File: config.mk
export PLATFORM = sky130hd
export DESIGN_NAME = dma_csr_multichan
export DESIGN_NICKNAME = d
export VERILOG_FILES = /design/src/rtl/dma_csr_multichan.sv
export SDC_FILE = /design/constraint.sdc
export NUM_CORES = 1
export LEC_CHECK = 0
export CELL_PAD_IN_SITES_DETAIL_PLACEMENT = 0
export CELL_PAD_IN_SITES_GLOBAL_PLACEMENT = 1
export CORE_MARGIN = 2
export CORE_UTILIZATION = 35
export CTS_CLUSTER_DIAMETER = 40
export DETAILED_ROUTE_END_ITERATION = 6
export HOLD_SLACK_MARGIN = 0.06
export PLACE_DENSITY = 0.75
export SLEW_MARGIN = 20
export SYNTH_ARGS = -nofsm -noshare
export SYNTH_HDL_FRONTEND = slang
export SYNTH_SLANG_ARGS = --single-unit
File: constraint.sdc
create_clock -name iClk -period 5.93 [get_ports iClk]
set_clock_uncertainty 0.15 [all_clocks]
set_input_delay 0.8895 -clock iClk [delete_from_list [all_inputs] [get_ports iClk]]
set_output_delay 0.8895 -clock iClk [all_outputs]
set_load 0.01 [all_outputs]
File: src/rtl/dma_csr_multichan.sv
// ---------------------------------------------------------------------------
// dma_csr_multichan
//   Per-channel CSR slave for NUM_CH independent DMA read/write-master pairs.
//   Each channel holds read/write start addresses, a transfer length, IE, and
//   DONE/ERR flags. It also has a completed-transfer counter and a two-state
//   IDLE/RUN sequencer. The sequencer issues start/abort pulses and consumes
//   completion pulses. A single registered level interrupt is the OR of the
//   enabled channel flags.
//
// Ports
//   iClk, iReset_n      clock (rising edge), asynchronous active-low reset
//   iChipselect/iRead/iWrite/iAddress/iWritedata/oReaddata
//                       Avalon-MM style CSR port; iAddress = {channel, word}
//   oRM_startaddress    per-channel read start address, ch n at [32n+:32]
//   oWM_startaddress    per-channel write start address, ch n at [32n+:32]
//   oLength             per-channel length, ch n at [LEN_W*n+:LEN_W]
//   oStart, oAbort      one-cycle pulses per channel
//   iWM_done            one-cycle completion pulse per channel
//   oIrq                level interrupt
// ---------------------------------------------------------------------------
module dma_csr_multichan #(
    parameter  int NUM_CH = 4,
    parameter  int LEN_W  = 32,
    localparam int CH_AW  = (NUM_CH > 1) ? $clog2(NUM_CH) : 1
) (
    input  logic                      iClk,
    input  logic                      iReset_n,
    input  logic                      iChipselect,
    input  logic                      iRead,
    input  logic                      iWrite,
    input  logic [CH_AW+2:0]          iAddress,
    input  logic [31:0]               iWritedata,
    output logic [31:0]               oReaddata,
    output logic [NUM_CH*32-1:0]      oRM_startaddress,
    output logic [NUM_CH*32-1:0]      oWM_startaddress,
    output logic [NUM_CH*LEN_W-1:0]   oLength,
    output logic [NUM_CH-1:0]         oStart,
    output logic [NUM_CH-1:0]         oAbort,
    input  logic [NUM_CH-1:0]         iWM_done,
    output logic                      oIrq
);

    typedef enum logic {IDLE = 1'b0, RUN = 1'b1} state_e;

    state_e                        state_q [NUM_CH];
    state_e                        state_d [NUM_CH];
    logic [NUM_CH-1:0][31:0]       raddr_q, raddr_d;
    logic [NUM_CH-1:0][31:0]       waddr_q, waddr_d;
    logic [NUM_CH-1:0][LEN_W-1:0]  len_q, len_d;
    logic [NUM_CH-1:0][31:0]       dcnt_q, dcnt_d;
    logic [NUM_CH-1:0]             ie_q, ie_d;
    logic [NUM_CH-1:0]             done_q, done_d;
    logic [NUM_CH-1:0]             err_q, err_d;
    logic [NUM_CH-1:0]             start_q, start_d;
    logic [NUM_CH-1:0]             abort_q, abort_d;
    logic                          irq_q, irq_d;
    logic [31:0]                   rdata_q, rdata_d;

    logic [CH_AW-1:0]  ch_sel;
    logic [2:0]        word;
    logic              ch_ok;
    logic              wr_en, rd_en;
    logic [NUM_CH-1:0] wr_hit;   // this channel is the write target
    logic [NUM_CH-1:0] go_ev;    // GO without ABORT in the same write
    logic [NUM_CH-1:0] ab_ev;    // ABORT bit written
    logic [NUM_CH-1:0] len_nz;

    assign ch_sel = iAddress[CH_AW+2:3];
    assign word   = iAddress[2:0];
    assign ch_ok  = (32'(ch_sel) < NUM_CH);
    assign wr_en  = iChipselect & iWrite;
    assign rd_en  = iChipselect & iRead;

    always_comb begin
        wr_hit = '0;
        go_ev  = '0;
        ab_ev  = '0;
        len_nz = '0;
        for (int n = 0; n < NUM_CH; n++) begin
            wr_hit[n] = wr_en && ch_ok && (ch_sel == CH_AW'(n));
            ab_ev[n]  = wr_hit[n] && (word == 3'd4) && iWritedata[2];
            go_ev[n]  = wr_hit[n] && (word == 3'd4) && iWritedata[0] && !iWritedata[2];
            len_nz[n] = (len_q[n] != '0);
        end
    end

    // Sequencer state register
    always_ff @(posedge iClk or negedge iReset_n) begin
        if (!iReset_n) begin
            for (int n = 0; n < NUM_CH; n++) state_q[n] <= IDLE;
        end else begin
            for (int n = 0; n < NUM_CH; n++) state_q[n] <= state_d[n];
        end
    end

    // Sequencer next state; completion outranks a same-cycle ABORT
    always_comb begin
        for (int n = 0; n < NUM_CH; n++) begin
            state_d[n] = state_q[n];
            case (state_q[n])
                IDLE: if (go_ev[n] && len_nz[n]) state_d[n] = RUN;
                RUN:  if (iWM_done[n] || ab_ev[n]) state_d[n] = IDLE;
                default: state_d[n] = IDLE;
            endcase
        end
    end

    // Sequencer outputs plus CSR register updates
    always_comb begin
        raddr_d = raddr_q;
        waddr_d = waddr_q;
        len_d   = len_q;
        dcnt_d  = dcnt_q;
        ie_d    = ie_q;
        done_d  = done_q;
        err_d   = err_q;
        start_d = '0;
        abort_d = '0;
        for (int n = 0; n < NUM_CH; n++) begin
            // Configuration is frozen while the channel runs; IE and W1C are not
            if (wr_hit[n] && state_q[n] == IDLE) begin
                case (word)
                    3'd0:    raddr_d[n] = iWritedata;
                    3'd1:    waddr_d[n] = iWritedata;
                    3'd2:    len_d[n]   = iWritedata[LEN_W-1:0];
                    default: ;
                endcase
            end
            if (wr_hit[n] && word == 3'd4) ie_d[n] = iWritedata[1];
            // W1C first, so flag sets below take priority
            if (wr_hit[n] && word == 3'd5) begin
                if (iWritedata[0]) done_d[n] = 1'b0;
                if (iWritedata[2]) err_d[n]  = 1'b0;
            end
            case (state_q[n])
                IDLE: begin
                    if (go_ev[n]) begin
                        if (len_nz[n]) begin
                            start_d[n] = 1'b1;
                            done_d[n]  = 1'b0;
                            err_d[n]   = 1'b0;
                        end else begin
                            // Zero-length transfer completes immediately
                            done_d[n]  = 1'b1;
                            dcnt_d[n]  = dcnt_q[n] + 32'd1;
                        end
                    end
                end
                RUN: begin
                    if (iWM_done[n]) begin
                        done_d[n] = 1'b1;
                        dcnt_d[n] = dcnt_q[n] + 32'd1;
                    end else if (ab_ev[n]) begin
                        err_d[n]   = 1'b1;
                        abort_d[n] = 1'b1;
                    end
                end
                default: ;
            endcase
        end
    end

    // Interrupt follows the registered flags, so it lags them by one cycle
    assign irq_d = |((done_q | err_q) & ie_q);

    // Read mux; data held between reads
    always_comb begin
        rdata_d = rdata_q;
        if (rd_en) begin
            rdata_d = '0;
            for (int n = 0; n < NUM_CH; n++) begin
                if (ch_ok && ch_sel == CH_AW'(n)) begin
                    case (word)
                        3'd0:    rdata_d = raddr_q[n];
                        3'd1:    rdata_d = waddr_q[n];
                        3'd2:    rdata_d = 32'(len_q[n]);
                        3'd4:    rdata_d = {30'd0, ie_q[n], 1'b0};
                        3'd5:    rdata_d = {29'd0, err_q[n], (state_q[n] == RUN), done_q[n]};
                        3'd6:    rdata_d = dcnt_q[n];
                        default: rdata_d = '0;
                    endcase
                end
            end
        end
    end

    always_ff @(posedge iClk or negedge iReset_n) begin
        if (!iReset_n) begin
            raddr_q <= '0;
            waddr_q <= '0;
            len_q   <= '0;
            dcnt_q  <= '0;
            ie_q    <= '0;
            done_q  <= '0;
            err_q   <= '0;
            start_q <= '0;
            abort_q <= '0;
            irq_q   <= 1'b0;
            rdata_q <= '0;
        end else begin
            raddr_q <= raddr_d;
            waddr_q <= waddr_d;
            len_q   <= len_d;
            dcnt_q  <= dcnt_d;
            ie_q    <= ie_d;
            done_q  <= done_d;
            err_q   <= err_d;
            start_q <= start_d;
            abort_q <= abort_d;
            irq_q   <= irq_d;
            rdata_q <= rdata_d;
        end
    end

    assign oReaddata        = rdata_q;
    assign oRM_startaddress = raddr_q;
    assign oWM_startaddress = waddr_q;
    assign oLength          = len_q;
    assign oStart           = start_q;
    assign oAbort           = abort_q;
    assign oIrq             = irq_q;

endmodule

==> results.sh, run 1 <==
export IMPL_outcome="complete, no violations"
export IMPL_nets=2853
export IMPL_cts_reportedPaths_clkPinSlew_ps=50
export IMPL_min_period_ps=3768
export IMPL_fill_cells=6993
export IMPL_die_h_um=281.7
export IMPL_dr_pass1_iters=5
export IMPL_syn_num_nets=2422
export IMPL_synth_cell_types=56
export IMPL_first_global_vias=22711
export IMPL_async_reset_ff_share_pct=100.0
export IMPL_cellLeakagePower_uw=0.01576
export IMPL_setup_viol=0
export IMPL_cts_root_buf="clkbuf_16"
export IMPL_port_buffers=470
export IMPL_max_cap_violations=0
export IMPL_gp_congestion=0.9117
export IMPL_end_kind="flop"
export IMPL_grt_overflow=0
export IMPL_synth_edf_count=0
export IMPL_tightest_slew_ps=1178
export IMPL_startpoint_type="input port"
export IMPL_antenna_left=0
export IMPL_hold_class="input port to asynchronous set/reset pin"
export IMPL_peakVddDrop_v=0.0001913
export IMPL_cts_made_buffers=90
export IMPL_finalSetupTns_ps=0
export IMPL_fin_area_mm2=0.03586
export IMPL_drt_iter0_drc=2163
export IMPL_ys_seq_elements=569
export IMPL_core_area_mm2=0.07608
export IMPL_drc=0
export IMPL_synth_seq_area_share_pct=52.76
export IMPL_slew_viol_final=0
export IMPL_insertion_delay_ps=640
export IMPL_num_rows=101
export IMPL_rsz0062_at_grt="no"
export IMPL_yosys_warnings=0
export IMPL_place_ws_ps=1600
export IMPL_syn_to_final_growth_pct=32.87
export IMPL_period_share_pct=63.54
export IMPL_drt_wl_total_um=115400
export IMPL_critPathKind="input port to flop"
export IMPL_hpwl_um=82100
export IMPL_cts_hold_buf=0
export IMPL_dieArea_mm2=0.07934
export IMPL_initial_core_util_pct=35.47
export IMPL_setup_slack_ps=2162
export IMPL_cellPowerDensity_mw_per_mm2=342.9
export IMPL_cts_max_level=3
export IMPL_dieWidth_um=281.7
export IMPL_syn_inst=2372
export IMPL_syn_avg_cell_area_um2=11.38
export IMPL_pin_count=471
export IMPL_placed_area_mm2=0.03280
export IMPL_finalPower_uw=12290
export IMPL_wire_per_inst_um=29.53
export IMPL_finalHoldViolations=0
export IMPL_relSlewSlack_pct=20.75
export IMPL_grt_use_total_pct=28.49
export IMPL_grt_pass1_wl_um=164600
export IMPL_cts_sink_count=569
export IMPL_cts_resized=0
export IMPL_cts_tree="built"
export IMPL_grt_max_degree=131
export IMPL_antenna_found_initial=1
export IMPL_cts_setup_buffers=0
export IMPL_cp_required_ps=6290
export IMPL_syn_area_mm2=0.02699
export IMPL_utilization_pct=47.13
export IMPL_ys_flop_type="dfrtp_1"
export IMPL_vias=22756
export IMPL_max_freq_mhz=265.4
export IMPL_drive_gt1_share_pct=22.26
export IMPL_via_per_inst=5.824
export IMPL_worstPathArrival_ps=4130
export IMPL_cp_max_fo=18
export IMPL_clockBufferDepth=3
## critical path, cell delays in order
cell,delay [ps]
clkdlybuf4s50_1,810
nand4b_1,540
or2_2,490
nor2_4,530
buf_4,450
mux2_2,390
## synthesized netlist by cell type (26+ instances only)
master,instances,area [µm²]
inv_1,31,116.4
clkbuf_1,95,356.6
a21oi_1,202,1011
buf_2,52,260.3
nand2_1,77,289.0
o21ai_0,156,780.8
nor2_1,169,634.4
nand3_1,56,280.3
nor3_1,34,170.2
a22oi_1,26,195.2
nand4_1,63,394.1
xnor2_1,65,569.3
a221oi_1,35,306.5
mux2_2,394,4437
mux2i_1,101,1011
nor4_1,35,219.0
dfrtp_1,569,14240
xor2_1,58,508.0
## logic make-up after synthesis
kind of cell    Yosys count  synth area share [%]
mux                     495                 20.19
fa+ha+maj                 4                0.1855
flops                   569                 52.76
buf+inv                 205                 3.204
compound gates          453                 9.695
xor+xnor                124                 4.052
simple gates            522                 9.913
## flip-flops by register name, indices dropped and copies added (netlist names)
register	flops
oReaddata	32
dcnt_q	128
oStart	4
oWM_startaddress	128
oIrq	1
done_q	4
oRM_startaddress	128
oAbort	4
ie_q	4
state_q	4
oLength	128
err_q	4
## path summary, 6_finish.rpt
path / start / endpoint / slack [ps] / cells past startpoint
max: iAddress[3] / oRM_startaddress[86] / 2160 / 6
max reg2reg: oLength[77] / dcnt_q[89] / 2340 / 6
min: iReset_n / oLength[121] / 140 / 1
min reg2reg: dcnt_q[95] / dcnt_q[95] / 320 / 1
max in group asynchronous: iReset_n / oReaddata[23] / 4130 / 2
min in group iClk: dcnt_q[95] / dcnt_q[95] / 320 / 1
## power by group
group	switching [µW]	total (µW)	leakage, µW	internal, µW
Clock	2030	5370	0.00147	3340
Combinational	1080	2160	0.00670	1080
Sequential	490	4760	0.00758	4270
Total	3600	12300	0.0158	8700
## layout make-up
cell class / instances / area (µm²) / share of cell area (%)
Clock inverter: 57 / 634.4 / 1.769
Timing Repair Buffer: 512 / 5146 / 14.35
Inverter: 32 / 120.1 / 0.3350
Multi-Input combinational cell: 1598 / 12000 / 33.48
Sequential cell: 569 / 14240 / 39.71
Tap cell: 1030 / 1289 / 3.594
Antenna cell: 2 / 5.005 / 0.01396
Clock buffer: 107 / 2420 / 6.749
## per-layer routing
metal  wire (µm)  vias up  global-route usage, %
met2       53060     1264                  44.37
met5           0        -                      0
li1            -     9456                      -
met3       10270      244                  6.505
met4        5357        0                  12.71
met1       46670    11792                  37.89
## metrics by stage
step | hold WS (ps) | instances
detailed placement | 312.6 | 3741
finish | 139.6 | 3907
global route | 207.6 | 3905
global placement | 308.1 | 3741
floorplan | 291.9 | 2372
CTS | 156.0 | 3905
## layout by cell type, fill, tap and decap left out, types with 31 or more instances in the layout
master,synthesis,layout
dfrtp_1,569,569
clkdlybuf4s50_1,0,466
mux2_2,394,394
a21oi_1,202,202
nor2_1,169,156
o21ai_0,156,156
mux2i_1,101,101
clkbuf_16,0,93
nand2_1,77,77
xnor2_1,65,65
nand4_1,63,63
xor2_1,58,58
nand3_1,56,56
nor4_1,35,35
a221oi_1,35,35
buf_4,2,34
nor3_1,34,33
inv_1,31,31
Power figures use the tool's default switching activity.
==> inputs of run 2 (changes only) <==
==> constraint.sdc (replaced) <==
create_clock -name iClk -period 3.75 [get_ports iClk]
set_clock_uncertainty 0.15 [all_clocks]
set_input_delay 0.5625 -clock iClk [delete_from_list [all_inputs] [get_ports iClk]]
set_output_delay 0.5625 -clock iClk [all_outputs]
set_load 0.01 [all_outputs]
==> results.sh, run 2 (same netlist as run 1, synthesis figures left out) <==
export IMPL_cts_max_level=3
export IMPL_syn_to_final_growth_pct=34.53
export IMPL_via_per_inst=5.795
export IMPL_min_period_ps=3306
export IMPL_wire_per_inst_um=29.47
export IMPL_peakVddDrop_v=0.0003259
export IMPL_drc=0
export IMPL_mostFrequentLayoutCell="dfrtp_1"
export IMPL_period_share_pct=88.16
export IMPL_critPathKind="flop to flop"
export IMPL_initial_core_util_pct=35.47
export IMPL_cts_setup_buffers=0
export IMPL_finalHoldViolations=0
export IMPL_cts_tree="built"
export IMPL_setup_viol=0
export IMPL_grt_util_met1_pct=38.98
export IMPL_vias=22902
export IMPL_clkPwrFrac_pct=43.5
export IMPL_pwr_share_seq_pct=38.6
export IMPL_cts_root_buf="clkbuf_16"
export IMPL_critPathSlowestCell="nor4_1"
export IMPL_slew_viol_final=0
export IMPL_finalSetupTns_ps=0
export IMPL_max_stage_delay_ps=640
export IMPL_antenna_found_initial=3
export IMPL_max_cap_violations=0
export IMPL_drt_wl_total_um=116500
export IMPL_holdWs_ps=313.8
export IMPL_path_cells="nor4_1 > buf_4 > nand4_1 > o21bai_1 > nand4_1 > nand2b_1 > xnor2_1"
export IMPL_cellPowerDensity_mw_per_mm2=535.1
export IMPL_dieArea_mm2=0.07934
export IMPL_final_cell_mix="dfrtp_1, clkdlybuf4s50_1, mux2_2"
export IMPL_port_buffers=470
export IMPL_insertion_delay_ps=660
export IMPL_use_met2_pct=44.27
export IMPL_cts_sink_count=569
export IMPL_internal_power_uw=13680
export IMPL_pin_count=471
export IMPL_hpwl_um=84260
export IMPL_max_freq_mhz=302.5
export IMPL_nets=2896
export IMPL_grt_max_degree=112
export IMPL_tightest_slew_ps=1008
export IMPL_relSlewSlack_pct=32.19
export IMPL_dieWidth_um=281.7
export IMPL_outcome="complete, no violations"
export IMPL_grt_busiest_layer="met2"
export IMPL_drive_gt1_share_pct=23.66
export IMPL_drt_iter0_drc=2480
export IMPL_core_area_mm2=0.07608
export IMPL_p_sw_share_pct=29.59
export IMPL_first_global_vias=22991
export IMPL_cp_common_cell="nand4_1"
export IMPL_cts_made_buffers=88
export IMPL_num_rows=101
export IMPL_gp_congestion=0.9157
export IMPL_placed_area_mm2=0.03325
export IMPL_grt_pass1_wl_um=166700
export IMPL_cts_hold_buf=1
export IMPL_hold_class="input port to asynchronous set/reset pin"
export IMPL_rsz0062_at_grt="no"
export IMPL_cts_reportedPaths_clkPinSlew_ps=60
export IMPL_grt_use_total_pct=28.95
export IMPL_fin_area_mm2=0.03630
export IMPL_die_h_um=281.7
export IMPL_pwr_share_comb_pct=17.9
export IMPL_startpoint_type="flop"
export IMPL_cts_resized=0
export IMPL_clockBufferDepth=3
export IMPL_grt_overflow=0
export IMPL_antenna_left=0
export IMPL_worstPathArrival_ps=3680
export IMPL_gr_usage_met3_pct=7.085
export IMPL_cp_max_fo=6
export IMPL_cellLeakagePower_uw=0.01603
export IMPL_cp_required_ps=4120
export IMPL_p_sw_uw=5747
export IMPL_end_kind="flop"
export IMPL_dr_pass1_iters=5
==> run 2: changes by cell type in the layout (fill, tap and decap cells not counted), moves of 4 or more <==
cell	previous run	this run
buf_4	34	68
buf_12	10	20
clkinv_2	12	20
clkbuf_1	10	3
clkbuf_8	4	10
clkbuf_16	93	89
clkinv_8	0	4
inv_6	16	12
==> run 2: worst max-delay path, delay by kind of cell (launching register included) <==
family / cells / cell delay, ps
flip-flops: 1 / 480
AND/OR/NAND/NOR: 4 / 1610
XOR/XNOR: 1 / 120
AO/OA/AOI/OAI: 1 / 590
buffers and inverters: 1 / 250
==> run 2: metrics by stage <==
stage	setup slack (ps)	util, %	cells	total power [µW]
6_report	444.1	47.72	3952	19430
5_1_grt	365.5	47.72	3952	20020
4_1_cts	416.7	47.72	3950	19490
3_5_place_dp	408.3	43.71	3785	11030
3_3_place_gp	461.1	43.71	3785	10980
2_1_floorplan	1056	-	2372	8640
==> run 2: metal layers <==
metal / up-vias / wire length, µm
li1: 9561 / -
met1: 12015 / 48070
met2: 1086 / 53090
met3: 240 / 10240
met4: 0 / 5069
met5: - / 0
==> run 2: layout make-up <==
| cell class | instances | area [µm²] |
|---|---|---|
| Fill cell | 6997 | 39770 |
| Sequential cell | 569 | 14240 |
| Multi-Input combinational cell | 1598 | 12000 |
| Timing Repair Buffer | 557 | 5612 |
| Clock buffer | 102 | 2376 |
| Tap cell | 1030 | 1289 |
| Clock inverter | 62 | 661.9 |
| Inverter | 32 | 120.1 |
| Antenna cell | 2 | 5.005 |
==> run 2: path summary, 6_finish.rpt <==
check                             from      endpoint  slack, ps  cells past startpoint
min in group iClk           dcnt_q[63]    dcnt_q[63]        320                      1
hold reg to reg             dcnt_q[63]    dcnt_q[63]        320                      1
max in group asynchronous     iReset_n   oLength[94]       2010                      3
setup / recovery           oLength[17]    dcnt_q[24]        440                      7
hold / removal                iReset_n  oLength[120]        310                      2
setup reg to reg           oLength[17]    dcnt_q[24]        440                      7
==> run 2: power groups by stage <==
stage,logic [µW],registers [µW],clock network [µW]
final,3470,7510,8450
after global placement,3420,7560,0
after CTS,3470,7490,8530
after detailed placement,3450,7580,0
after floorplan,1070,7570,0
after global routing,3640,7560,8810
==> inputs of run 3 (changes only) <==
--- a/config.mk
+++ b/config.mk
@@ -5,14 +5,14 @@
 export SDC_FILE = /design/constraint.sdc
 export NUM_CORES = 1
 export LEC_CHECK = 0
-export CELL_PAD_IN_SITES_DETAIL_PLACEMENT = 0
-export CELL_PAD_IN_SITES_GLOBAL_PLACEMENT = 1
+export CELL_PAD_IN_SITES_DETAIL_PLACEMENT = 1
+export CELL_PAD_IN_SITES_GLOBAL_PLACEMENT = 2
 export CORE_MARGIN = 2
 export CORE_UTILIZATION = 35
 export CTS_CLUSTER_DIAMETER = 40
 export DETAILED_ROUTE_END_ITERATION = 6
 export HOLD_SLACK_MARGIN = 0.06
-export PLACE_DENSITY = 0.75
+export PLACE_DENSITY = 0.87
 export SLEW_MARGIN = 20
 export SYNTH_ARGS = -nofsm -noshare
 export SYNTH_HDL_FRONTEND = slang
==> constraint.sdc (replaced) <==
create_clock -name iClk -period 3.75 [get_ports iClk]
set_clock_uncertainty 0.15 [all_clocks]
set_input_delay 0.375 -clock iClk [delete_from_list [all_inputs] [get_ports iClk]]
set_output_delay 0.375 -clock iClk [all_outputs]
set_load 0.01 [all_outputs]
==> results.sh, run 3 (same netlist as run 1, synthesis figures left out) <==
export IMPL_outcome="complete, no violations"
export IMPL_fill_cells=7960
export IMPL_cts_root_buf="clkbuf_16"
export IMPL_syn_to_final_growth_pct=37.80
export IMPL_first_global_vias=24906
export IMPL_slew_viol_final=0
export IMPL_cts_reportedPaths_clkPinSlew_ps=60
export IMPL_drc=0
export IMPL_rsz0062_at_grt="no"
export IMPL_cts_setup_buffers=0
export IMPL_gp_congestion=0.9064
export IMPL_grt_pass1_wl_um=180300
export IMPL_rrSetupSlack_ps=240
export IMPL_drt_wl_total_um=124800
export IMPL_antenna_left=0
export IMPL_min_delay_start="iAddress[1]"
export IMPL_vias=23116
export IMPL_multiInputGateArea_mm2=0.01201
export IMPL_hpwl_um=87650
export IMPL_min_period_ps=3507
export IMPL_min_delay_path_depth=4
export IMPL_dieArea_mm2=0.07934
export IMPL_cp_max_fo=12
export IMPL_final_cell_mix="dfrtp_1, clkdlybuf4s50_1, mux2_2"
export IMPL_placed_area_mm2=0.03325
export IMPL_grt_max_degree=141
export IMPL_cellPowerDensity_mw_per_mm2=577.7
export IMPL_hold_class="input port to flop"
export IMPL_initial_core_util_pct=35.47
export IMPL_worstPathArrival_ps=3940
export IMPL_tightest_slew_ps=1055
export IMPL_end_kind="flop"
export IMPL_reg2reg_to="dcnt_q[70]"
export IMPL_nets=2920
export IMPL_pin_count=471
export IMPL_finalHoldViolations=0
export IMPL_grt_use_total_pct=31.21
export IMPL_drt_iter0_drc=2027
export IMPL_max_cap_violations=0
export IMPL_regArea_mm2=0.01424
export IMPL_cts_sink_count=569
export IMPL_antenna_found_initial=2
export IMPL_cellLeakagePower_uw=0.01641
export IMPL_critPathKind="flop to flop"
export IMPL_port_buffers=470
export IMPL_die_h_um=281.7
export IMPL_wire_per_inst_um=31.25
export IMPL_peakVddDrop_v=0.0003271
export IMPL_holdWs_ps=151.2
export IMPL_cp_required_ps=4180
export IMPL_finalPower_uw=21480
export IMPL_relSlewSlack_pct=29.53
export IMPL_via_per_inst=5.786
export IMPL_cts_made_buffers=109
export IMPL_dieWidth_um=281.7
export IMPL_reg2reg_depth=6
export IMPL_insertion_delay_ps=670
export IMPL_finalSetupTns_ps=0
export IMPL_rr_startpoint="oLength[78]"
export IMPL_whs_endpoint="oStart[3]"
export IMPL_setup_viol=0
export IMPL_cts_max_level=3
export IMPL_clockBufferDepth=3
export IMPL_mostFrequentLayoutCell="dfrtp_1"
export IMPL_startpoint_type="flop"
export IMPL_grt_overflow=0
export IMPL_cts_tree="built"
export IMPL_max_freq_mhz=285.1
export IMPL_fin_area_mm2=0.03719
export IMPL_num_rows=101
export IMPL_core_area_mm2=0.07608
export IMPL_drive_gt1_share_pct=24.67
export IMPL_period_share_pct=93.52
export IMPL_dr_pass1_iters=5
## run 3: per-layer routing
metal | share of wire, % | GRT usage, %
met1 | 39 | 38.43
met2 | 48 | 51.84
met3 | 8.7 | 8.278
met4 | 4.1 | 12.92
met5 | 0 | 0
## run 3: worst max path at each step
stage / from / end / slack [ps] / cells after the start
2_1_floorplan: iAddress[1] / dcnt_q[80] / 1240 / 8
3_3_place_gp: oLength[87] / dcnt_q[93] / -260 / 6
3_5_place_dp: oLength[87] / dcnt_q[94] / -190 / 6
4_1_cts: oLength[87] / dcnt_q[70] / 70 / 6
5_1_grt: oLength[78] / dcnt_q[94] / 130 / 6
6_report: oLength[78] / dcnt_q[70] / 240 / 6
## run 3: final cells by class
class	instances	area share [%]
Timing Repair Buffer	560	15.08
Inverter	32	0.3230
Clock inverter	73	2.527
Sequential cell	569	38.29
Multi-Input combinational cell	1598	32.30
Clock buffer	131	7.994
Tap cell	1030	3.466
Antenna cell	2	0.01346
## run 3: repair_timing
action                                 CTS  global route
endpoints found under the hold margin   75             0
hold buffers                             1             0
setup endpoints to repair               23             2
resized for setup                        1             1
## run 3: through the flow
stage | std cells | util, % | setup slack, ps
4_1_cts | 3993 | 48.87 | 69.67
3_5_place_dp | 3788 | 43.71 | -193.0
6_report | 3995 | 48.88 | 242.9
5_1_grt | 3993 | 48.88 | 128.2
2_1_floorplan | 2372 | - | 1243
3_3_place_gp | 3788 | 43.71 | -257.8
## run 3: power breakdown
| part | switching [µW] | leakage, µW | total (µW) | internal [µW] |
|---|---|---|---|---|
| Combinational | 1770 | 0.00697 | 3550 | 1780 |
| Sequential | 791 | 0.00758 | 7550 | 6760 |
| Clock | 3650 | 0.00186 | 10400 | 6730 |
## run 3: critical path, stage by stage (launching register included)
cell and delay [ps]:
dfrtp_1 500, nor4_1 900, nand4_1 370, o21bai_2 540, and2_1 520, and4_1 280
xor2_1 160
